$ cat src/rtl/riscv_monitor_pkg.sv
`default_nettype none
// ============================================================================
// Module      : riscv_monitor_pkg
// Description : Shared types and default constants for the end-of-program
//               monitor and the core benches.
// Revision    : 1.0 - initial release
// ============================================================================
package riscv_monitor_pkg;

    typedef enum logic [2:0] {
        ST_HOLD    = 3'd0,
        ST_RUN     = 3'd1,
        ST_PASS    = 3'd2,
        ST_FAIL    = 3'd3,
        ST_TIMEOUT = 3'd4
    } mon_state_e;

    localparam logic [31:0] c_DONE_ADDR  = 32'd100;
    localparam logic [31:0] c_PASS_VALUE = 32'd25;

    function automatic logic is_terminal(input mon_state_e s);
        return (s == ST_PASS) || (s == ST_FAIL) || (s == ST_TIMEOUT);
    endfunction

endpackage
`default_nettype wire

$ cat src/rtl/riscv_end_monitor_if.sv
`default_nettype none
// ============================================================================
// Module      : riscv_end_monitor_if
// Description : Core-side snoop bus (data-memory write port + retire pulse).
// Revision    : 1.0 - initial release
// ============================================================================
interface riscv_end_monitor_if #(
    parameter int unsigned ADDR_W = 32,
    parameter int unsigned DATA_W = 32
);
    logic              mem_we;
    logic [ADDR_W-1:0] mem_addr;
    logic [DATA_W-1:0] mem_wdata;
    logic              instr_retire;

    modport master (
        output mem_we,
        output mem_addr,
        output mem_wdata,
        output instr_retire
    );

    modport slave (
        input mem_we,
        input mem_addr,
        input mem_wdata,
        input instr_retire
    );
endinterface
`default_nettype wire

$ cat src/rtl/riscv_end_monitor_sat_counter.sv
`default_nettype none
// ============================================================================
// Module      : sat_counter
// Description : Up-counter with synchronous clear that sticks at all-ones.
// Revision    : 1.0 - initial release
// ============================================================================
module sat_counter #(
    parameter int unsigned CNT_W = 32
) (
    input  wire logic             clk,
    input  wire logic             reset,
    input  wire logic             i_clr,
    input  wire logic             i_en,
    output logic      [CNT_W-1:0] o_count
);

    logic [CNT_W-1:0] r_count;

    always_ff @(posedge clk or negedge reset) begin
        if (!reset) begin
            r_count <= '0;
        end else if (i_clr) begin
            r_count <= '0;
        end else if (i_en && (r_count != {CNT_W{1'b1}})) begin
            r_count <= r_count + CNT_W'(1);
        end
    end

    assign o_count = r_count;

endmodule
`default_nettype wire

$ cat src/rtl/riscv_end_monitor.sv
`default_nettype none
// ============================================================================
// Module      : riscv_end_monitor
// Description : Sequences core reset, detects the done-address write and
//               reports pass/fail/timeout with cycle and retire counts.
// Revision    : 1.0 - initial release
// ============================================================================
module riscv_end_monitor
    import riscv_monitor_pkg::*;
#(
    parameter int unsigned       ADDR_W         = 32,
    parameter int unsigned       DATA_W         = 32,
    parameter logic [ADDR_W-1:0] DONE_ADDR      = ADDR_W'(c_DONE_ADDR),
    parameter logic [DATA_W-1:0] PASS_VALUE     = DATA_W'(c_PASS_VALUE),
    parameter int unsigned       RESET_HOLD     = 4,
    parameter int unsigned       TIMEOUT_CYCLES = 1000,
    parameter int unsigned       CNT_W          = 32
) (
    input  wire logic              clk,
    input  wire logic              reset,
    riscv_end_monitor_if.slave     bus,
    output logic                   core_reset,
    output logic                   done,
    output logic                   pass,
    output logic                   fail,
    output logic                   timeout,
    output logic       [2:0]       state_o,
    output logic       [CNT_W-1:0] cycle_count,
    output logic       [CNT_W-1:0] instr_count
);

    localparam logic [3:0]  c_HOLD_LAST    = 4'(RESET_HOLD - 1);
    localparam logic [63:0] c_TIMEOUT_LAST = 64'(TIMEOUT_CYCLES - 1);

    mon_state_e r_state;
    mon_state_e w_state_nxt;
    logic [3:0] r_hold;
    logic       r_core_reset;
    logic       r_done;
    logic       r_pass;
    logic       r_fail;
    logic       r_timeout;

    logic       w_done_wr;
    logic       w_pass_val;
    logic       w_timeout_hit;
    logic       w_cyc_en;
    logic       w_ins_en;
    logic       w_cnt_clr;

    assign w_done_wr     = bus.mem_we && (bus.mem_addr == DONE_ADDR);
    assign w_pass_val    = (bus.mem_wdata == PASS_VALUE);
    // Widened compare so narrow counters never alias onto the limit.
    assign w_timeout_hit = (64'(cycle_count) == c_TIMEOUT_LAST);

    always_comb begin
        w_state_nxt = r_state;
        case (r_state)
            ST_HOLD: begin
                if (r_hold == c_HOLD_LAST) begin
                    w_state_nxt = ST_RUN;
                end
            end
            ST_RUN: begin
                if (w_done_wr) begin
                    w_state_nxt = w_pass_val ? ST_PASS : ST_FAIL;
                end else if (w_timeout_hit) begin
                    w_state_nxt = ST_TIMEOUT;
                end
            end
            ST_PASS:    w_state_nxt = ST_PASS;
            ST_FAIL:    w_state_nxt = ST_FAIL;
            ST_TIMEOUT: w_state_nxt = ST_TIMEOUT;
            default:    w_state_nxt = ST_HOLD;
        endcase
    end

    always_ff @(posedge clk or negedge reset) begin
        if (!reset) begin
            r_state <= ST_HOLD;
        end else begin
            r_state <= w_state_nxt;
        end
    end

    // Flags are derived from the next state so they line up with r_state.
    always_ff @(posedge clk or negedge reset) begin
        if (!reset) begin
            r_hold       <= 4'd0;
            r_core_reset <= 1'b1;
            r_done       <= 1'b0;
            r_pass       <= 1'b0;
            r_fail       <= 1'b0;
            r_timeout    <= 1'b0;
        end else begin
            r_hold       <= (r_state == ST_HOLD) ? (r_hold + 4'd1) : 4'd0;
            r_core_reset <= (w_state_nxt != ST_RUN);
            r_done       <= is_terminal(w_state_nxt);
            r_pass       <= (w_state_nxt == ST_PASS);
            r_fail       <= (w_state_nxt == ST_FAIL);
            r_timeout    <= (w_state_nxt == ST_TIMEOUT);
        end
    end

    // The cycle leaving RUN is not counted, so a timeout freezes at LIMIT-1.
    assign w_cyc_en  = (r_state == ST_RUN) && (w_state_nxt == ST_RUN);
    assign w_ins_en  = (r_state == ST_RUN) && bus.instr_retire;
    assign w_cnt_clr = (r_state == ST_HOLD);

    sat_counter #(
        .CNT_W (CNT_W)
    ) u_cycle_cnt (
        .clk     (clk),
        .reset   (reset),
        .i_clr   (w_cnt_clr),
        .i_en    (w_cyc_en),
        .o_count (cycle_count)
    );

    sat_counter #(
        .CNT_W (CNT_W)
    ) u_instr_cnt (
        .clk     (clk),
        .reset   (reset),
        .i_clr   (w_cnt_clr),
        .i_en    (w_ins_en),
        .o_count (instr_count)
    );

    assign core_reset = r_core_reset;
    assign done       = r_done;
    assign pass       = r_pass;
    assign fail       = r_fail;
    assign timeout    = r_timeout;
    assign state_o    = r_state;

endmodule
`default_nettype wire

$ cat src/flat_wrapper.sv
// flat-port wrapper written by rule: the top's interface ports become plain ports
module riscv_end_monitor_flat import riscv_monitor_pkg::*;
#(
    parameter int unsigned       ADDR_W         = 32,
    parameter int unsigned       DATA_W         = 32,
    parameter logic [ADDR_W-1:0] DONE_ADDR      = ADDR_W'(c_DONE_ADDR),
    parameter logic [DATA_W-1:0] PASS_VALUE     = DATA_W'(c_PASS_VALUE),
    parameter int unsigned       RESET_HOLD     = 4,
    parameter int unsigned       TIMEOUT_CYCLES = 1000,
    parameter int unsigned       CNT_W          = 32
)
  (clk, reset, core_reset, done, pass, fail, timeout, state_o, cycle_count, instr_count, bus_mem_we, bus_mem_addr, bus_mem_wdata, bus_instr_retire);
  riscv_end_monitor_if #(.ADDR_W(ADDR_W), .DATA_W(DATA_W)) bus_i ();
  input  wire logic clk;
  input  wire logic reset;
  output logic core_reset;
  output logic done;
  output logic pass;
  output logic fail;
  output logic timeout;
  output logic       [2:0] state_o;
  output logic       [CNT_W-1:0] cycle_count;
  output logic       [CNT_W-1:0] instr_count;
  input wire logic [$bits(bus_i.mem_we)-1:0] bus_mem_we;
  input wire logic [$bits(bus_i.mem_addr)-1:0] bus_mem_addr;
  input wire logic [$bits(bus_i.mem_wdata)-1:0] bus_mem_wdata;
  input wire logic [$bits(bus_i.instr_retire)-1:0] bus_instr_retire;
  assign bus_i.mem_we = bus_mem_we;
  assign bus_i.mem_addr = bus_mem_addr;
  assign bus_i.mem_wdata = bus_mem_wdata;
  assign bus_i.instr_retire = bus_instr_retire;
  riscv_end_monitor #(.ADDR_W(ADDR_W), .DATA_W(DATA_W), .DONE_ADDR(DONE_ADDR), .PASS_VALUE(PASS_VALUE), .RESET_HOLD(RESET_HOLD), .TIMEOUT_CYCLES(TIMEOUT_CYCLES), .CNT_W(CNT_W)) u_core (.clk(clk), .reset(reset), .bus(bus_i), .core_reset(core_reset), .done(done), .pass(pass), .fail(fail), .timeout(timeout), .state_o(state_o), .cycle_count(cycle_count), .instr_count(instr_count));
endmodule
$ cat config.mk
export PLATFORM = sky130hd
export DESIGN_NAME = riscv_end_monitor_flat
export DESIGN_NICKNAME = d
export VERILOG_FILES = /design/src/rtl/riscv_monitor_pkg.sv /design/src/rtl/riscv_end_monitor_if.sv /design/src/rtl/riscv_end_monitor_sat_counter.sv /design/src/rtl/riscv_end_monitor.sv /design/src/flat_wrapper.sv
export SDC_FILE = /design/constraint.sdc
export NUM_CORES = 1
export LEC_CHECK = 0
export CORE_MARGIN = 2
export CORE_UTILIZATION = 58
export CTS_CLUSTER_DIAMETER = 80
export DETAILED_ROUTE_END_ITERATION = 10
export DONT_BUFFER_PORTS = 1
export PLACE_DENSITY = 0.76
export SYNTH_ARGS = -nofsm -noshare
export SYNTH_HDL_FRONTEND = slang
export SYNTH_HIERARCHICAL = 1
export SYNTH_SLANG_ARGS = --single-unit
$ cat constraint.sdc
create_clock -name clk -period 2.3 [get_ports clk]
set_input_delay 0.46 -clock clk [delete_from_list [all_inputs] [get_ports clk]]
set_output_delay 0.46 -clock clk [all_outputs]
set_load 0.005 [all_outputs]
==> flow_summary_export.csv, run 1 <==
group,metric,value,unit
flow_run,drv_cap,0,
logic_synthesis,synthCells,481,
critical_path,r2r_slack,-0.14,ns
global_routing,grt_pass1_vias,4121,
global_routing,grt_max_degree,77,
pwr,seqPwrFrac,49.9,%
logic_synthesis,syn_area_per_cell,9.437,µm²
floorplan,ios,140,
logic_synthesis,synth.net_count,552,
timing,min_period_over_period,105.9,%
global_routing,grt.total_usage,29.11,%
cts,cts_root_buf,"clkbuf_8",
timing,max_freq,410.6,MHz
logic_synthesis,yosys_warnings,6,
place,io_buffers,0,
global_routing,grt_overflow,0,
logic_synthesis,ys_ff_latch,76,
place,post-dp-hpwl,8.533,mm
timing,rsz0062_at_grt,"yes",
cts,cts_buffers,9,
critical_path,required,2.52,ns
logic_synthesis,ys.flop_type,"dfrtp_1",
pwr,p_leak,2.414,nW
cts,clock-sinks,76,
drt,vias_per_cell,6.315,
cts,cts.reportedPaths.clkPinSlew,0.09,ns
pwr,switching_share,26.96,%
pwr,p_clk_share,39.6,%
drt,drtIter0Drc,207,
floorplan,die_h,92.47,µm
layout,diodes,0,
pwr,combPwrFrac,10.6,%
layout,final_common_cell,"dfrtp_1",
global_routing,antenna_found_initial,0,
timing,finalWorstSetupSlack,-0.1357,ns
floorplan,start_util,59.36,%
floorplan,num_rows,32,
logic_synthesis,synth_cell_types,57,
timing,hold_slack,0.0003509,ns
pwr,p_int,2.155,mW
drt,wl,12.46,mm
layout,fillers,548,
place,placed_cell_area,5087,µm²
drt,dr.pass1.iters,4,
logic_synthesis,synth_area_leaders,"dfrtp_1 (41%), nor2_1 (5.2%), xnor2_1 (4.1%)",
logic_synthesis,synth_edf_count,0,
timing,min_period,2.436,ns
floorplan,fp.dieW,92.47,µm
cts,cts_max_level,3,
outcome,violations,"negative setup slack",
pwr,power_density,531.1,nW/µm²
drt,wl_per_cell,19.31,µm
timing,tightestPinTransition,0.7628,ns
layout,post-route-cell-area,5554,µm²
critical_path,critPathMaxFanout,8,
critical_path,crit_arrival,2.66,ns
layout,seqCellArea,1904,µm²
outcome,status,"finished, violations left",
layout,multiInputGateArea,2688,µm²
timing,finalMaxSlewViolations,0,
critical_path,ff2ff_path_depth,11,
drt,vias,4073,
drt,antenna_left,0,
drt,drc_errors,0,
critical_path,r2r_end,"u_core/u_cycle_cnt/o_count[31]",
timing,clock-skew-final,0.01105,ns
timing,hold_viol,0,
critical_path,critPathCaptureType,"register",
logic_synthesis,syn-cell-area,4539,µm²
layout,final_nets,609,
pwr,power.switching,0.7952,mW
cts,clock_latency,0.35,ns
critical_path,reg2reg_from,"u_core/u_cycle_cnt/o_count[17]",
floorplan,core_region_area,7647,µm²
layout,final_layout_size_suffix_gt1_share,27.81,%
critical_path,worst-setup-path-type,"reg -> reg",
layout,final_cell_mix,"dfrtp_1 (74), nor2_1 (62), buf_4 (55), a21oi_1 (23), nand2_1 (23)",
layout,final_util,72.63,%
cts,clockBufferDepth,2,
timing,setup_viol,16,
logic_synthesis,synth_top_area_share,41.35,%
pwr,power,2.950,mW
logic_synthesis,yosysSeqAreaShare,41.92,%
logic_synthesis,synth_top_area_cell,"dfrtp_1",
worst_hold_path,hold_path.class,"in -> async",
cts,cts_tree,"built",
global_routing,grt_pass1_wl,20.14,mm
logic_synthesis,async_flop_share,100.0,%
place,place.gp.congestion,0.9392,
floorplan,dieArea,8550,µm²
pwr,irDropWorstVdd,0.3576,mV
critical_path,start_kind,"register",
timing,relSlewSlack,48.76,%
layout,area_growth,22.35,%
## per-layer routing
layer | share of wire (%) | track usage, % | vias up
met4 | 2.2 | 8.706 | 0
met5 | 0 | 0 | -
li1 | - | - | 1883
met2 | 52 | 50.06 | 111
met3 | 4.8 | 5.452 | 28
met1 | 41 | 37.40 | 2051
## area by class of cell
| class | count | area share [%] |
|---|---|---|
| multi-input cells | 373 | 48.39 |
| inverters | 15 | 1.059 |
| repair buffers | 63 | 9.957 |
| well taps | 102 | 2.298 |
| flip-flops and latches | 76 | 34.29 |
| clock inverters | 7 | 1.780 |
| clock buffers | 9 | 2.230 |
## repair_timing
action,4_1_cts,5_1_grt
cloned,1,0
resized for setup,12,23
hold endpoints to repair,76,0
hold buffers,1,0
pin swaps,21,14
setup buffers,4,2
setup endpoints to repair,26,35
## per-stage QoR
step / cells / TNS (ns) / setup slack [ns]
6_report: 645 / -1.039 / -0.1357
5_1_grt: 645 / -4.184 / -0.2557
4_1_cts: 643 / -1.250 / -0.1148
3_5_place_dp: 621 / -1.005 / -0.1198
3_3_place_gp: 621 / -0.1718 / -0.04966
2_1_floorplan: 481 / -0.1313 / -0.03476
## power groups by stage
stage	sequential [mW]	combinational, mW	clock, mW
after floorplan	1.49	0.174	0
after global placement	1.49	0.251	0
after detailed placement	1.50	0.269	0
after CTS	1.47	0.307	1.18
after global routing	1.48	0.342	1.23
final	1.47	0.311	1.17
## cell usage after synthesis, drive strengths merged, types with 3 or more instances
cell / number
a21oi: 26
nand3: 27
a211oi: 11
nand2b: 5
xnor2: 21
nand2: 23
nand4: 20
nor4: 29
or3: 12
a31oi: 4
nor2b: 14
xor2: 7
clkbuf: 11
buf: 6
a31o: 5
mux2: 12
a21o: 6
nand4b: 3
ha: 3
o31ai: 6
and3: 17
nor2: 63
o21ai: 10
nand3b: 3
nor3: 9
dfrtp: 75
or4: 6
inv: 15
nor4b: 4
and2: 7
## how the worst max path moves through the flow
stage	start	endpoint	slack (ns)	cells after the start
finish	u_core/u_cycle_cnt/o_count[17]	u_core/u_cycle_cnt/o_count[31]	-0.14	11
global route	u_core/u_cycle_cnt/o_count[17]	u_core/u_cycle_cnt/o_count[22]	-0.26	11
CTS	u_core/u_cycle_cnt/o_count[22]	u_core/u_cycle_cnt/o_count[22]	-0.11	11
detailed placement	u_core/u_cycle_cnt/o_count[15]	u_core/u_cycle_cnt/o_count[22]	-0.12	11
global placement	bus_mem_addr[6]	u_core/u_cycle_cnt/o_count[23]	-0.05	11
floorplan	bus_mem_addr[6]	u_core/u_cycle_cnt/o_count[23]	-0.03	11
## worst max-delay path: stages, from the launching register on
cell and delay, ns:
dfrtp_1 0.40, nor4_2 0.30, nand4_1 0.21, nor4_4 0.34, or2_4 0.18, nor2_4 0.03
and3_4 0.14, nand4_1 0.08, a21o_4 0.14, buf_12 0.15, nor4_4 0.04, mux2_2 0.30
## kinds of logic after synthesis
| group | Yosys count | share of synthesized area, % |
|---|---|---|
| compound gates | 74 | 11.33 |
| xor+xnor | 28 | 5.403 |
| fa+ha+maj | 3 | 0.8270 |
| buf+inv | 32 | 2.922 |
| flops | 76 | 41.92 |
| mux | 14 | 3.583 |
| simple gates | 254 | 34.01 |
## registers in the layout (all words and copies together) (netlist names)
register and cells:
u_core/fail 1, u_core/u_instr_cnt/o_count 32, u_core/core_reset 1, u_core/u_cycle_cnt/o_count 32, u_core/done 1, u_core/r_hold 4
u_core/state_o 3, u_core/timeout 1, u_core/pass 1
Power figures use the tool's default switching activity.
==> run 2, diff against run 1 <==
Settings changed: CAP_MARGIN set to 20, CORE_UTILIZATION 58 to 64, PLACE_DENSITY 0.76 to 0.8.
Clock period 2.3 ns to 2.4 ns, I/O delays scaled along.
==> flow_summary_export.csv, run 2 (synthesis results as in run 1) <==
group,metric,value,unit
pwr,irDropWorstVdd,0.2704,mV
timing,finalWorstSetupSlack,-0.08582,ns
layout,final_common_cell,"dfrtp_1",
layout,final_util,78.63,%
critical_path,r2r_end,"u_core/u_cycle_cnt/o_count[29]",
drt,wl_per_cell,19.43,µm
critical_path,r2r_slack,-0.09,ns
critical_path,critPathMaxFanout,6,
drt,dr.pass1.iters,8,
global_routing,grt.total_usage,31.72,%
floorplan,fp.dieW,88.22,µm
timing,hold_viol,0,
floorplan,core_region_area,6832,µm²
timing,max_freq,402.3,MHz
timing,rsz0062_at_grt,"yes",
pwr,p_leak,2.318,nW
outcome,status,"finished, violations left",
floorplan,die_h,88.22,µm
global_routing,grt_pass1_wl,18.88,mm
drt,wl,12.28,mm
cts,cts_buffers,9,
place,place.gp.congestion,1.082,
cts,clock-sinks,76,
timing,setup_viol,9,
place,io_buffers,0,
critical_path,critPathCaptureType,"register",
outcome,violations,"negative setup slack",
layout,stdcell_count,632,
global_routing,antenna_found_initial,1,
global_routing,grt_overflow,0,
floorplan,num_rows,30,
layout,area_growth,18.33,%
drt,vias_per_cell,6.366,
layout,final_cell_mix,"dfrtp_1 (75), nor2_1 (61), buf_4 (52)",
critical_path,crit_start,"u_core/u_cycle_cnt/o_count[25]",
floorplan,start_util,66.45,%
cts,clock_latency,0.34,ns
worst_hold_path,hold_path.class,"in -> async",
flow_run,drv_cap,0,
floorplan,dieArea,7783,µm²
global_routing,grt_max_degree,77,
cts,cts_tree,"built",
pwr,power_density,481.0,nW/µm²
layout,final_nets,604,
critical_path,ff2ff_path_depth,11,
drt,drc_errors,0,
floorplan,ios,140,
cts,cts_max_level,3,
layout,diodes,0,
critical_path,crit_end,"u_core/u_cycle_cnt/o_count[29]",
global_routing,grt_pass1_vias,3818,
critical_path,worst-setup-path-type,"reg -> reg",
drt,vias,4023,
drt,drtIter0Drc,300,
critical_path,start_kind,"register",
critical_path,required,2.63,ns
drt,antenna_left,0,
place,dp.cells,613,
cts,clockBufferDepth,2,
timing,min_period,2.486,ns
place,post-dp-hpwl,8.777,mm
timing,min_period_over_period,103.6,%
cts,cts_root_buf,"clkbuf_8",
cts,cts.reportedPaths.clkPinSlew,0.08,ns
critical_path,crit_arrival,2.72,ns
timing,finalMaxSlewViolations,0,
timing,clock-skew-final,0.008985,ns
layout,final_layout_size_suffix_gt1_share,25.56,%
critical_path,reg2reg_from,"u_core/u_cycle_cnt/o_count[25]",
timing,tightestPinTransition,0.6813,ns
timing,relSlewSlack,54.20,%
[run 2: worst max-delay path, stage by stage, from the launching register on]
cell and delay [ns]:
dfrtp_1 0.41, nor4_4 0.32, nand4_1 0.23, nor4_4 0.33, or2_4 0.17, nor2_4 0.03, and3_4 0.15, nand4_1 0.08
a21o_1 0.15, buf_6 0.15, nor4_2 0.05, mux2_2 0.28
[run 2: final cells by class]
type / instances / area, µm²
fill: 460 / 1460
clock buffer: 10 / 127.6
inverter: 15 / 56.30
timing repair buffer: 58 / 483.0
multi-input combinational: 373 / 2629
sequential: 76 / 1903
tap: 96 / 120.1
clock inverter: 4 / 52.55
[run 2: power by group]
group | total (mW) | internal, mW | switching (mW)
Sequential | 1.43 | 1.33 | 0.0953
Clock | 0.926 | 0.471 | 0.455
Combinational | 0.229 | 0.114 | 0.115
Total | 2.58 | 1.92 | 0.665
[run 2: how the worst min path moves through the flow]
stage,start,endpoint,slack [ns],cells after the start
floorplan,reset,u_core/done,0.18,0
global placement,reset,u_core/fail,0.19,0
detailed placement,reset,u_core/pass,0.19,0
CTS,reset,u_core/u_instr_cnt/o_count[2],0.03,1
global route,reset,u_core/r_hold[2],0.05,1
finish,reset,u_core/u_instr_cnt/o_count[2],0.01,1
[run 2: through the flow]
step	cell area [µm²]	worst slack, ns	setup TNS [ns]	power [mW]	hold slack (ns)
2_1_floorplan	4579	0.0008646	0	1.596	0.1844
3_3_place_gp	5027	-0.04442	-0.2444	1.634	0.1866
3_5_place_dp	5027	-0.1061	-0.7006	1.654	0.1860
4_1_cts	5260	0.005588	0	2.604	0.03079
5_1_grt	5371	-0.1136	-0.9228	2.690	0.04632
6_report	5371	-0.08582	-0.4699	2.583	0.01238
[run 2: layer usage]
metal	part of all wire, %	track usage, %	vias up	routed length (µm)
met5	0.11	0	-	13
met4	1.9	11.02	2	229
met3	8.7	11.29	26	1073
met2	47	47.23	159	5723
met1	43	43.26	1968	5239
li1	-	-	1868	-
[run 2: what timing repair did]
action	4_1_cts	5_1_grt
endpoints found under the setup margin	9	29
hold buffers	1	0
endpoints found under the hold margin	76	0
buffers inserted	2	2
pin swaps	7	12
gates resized for setup	2	21
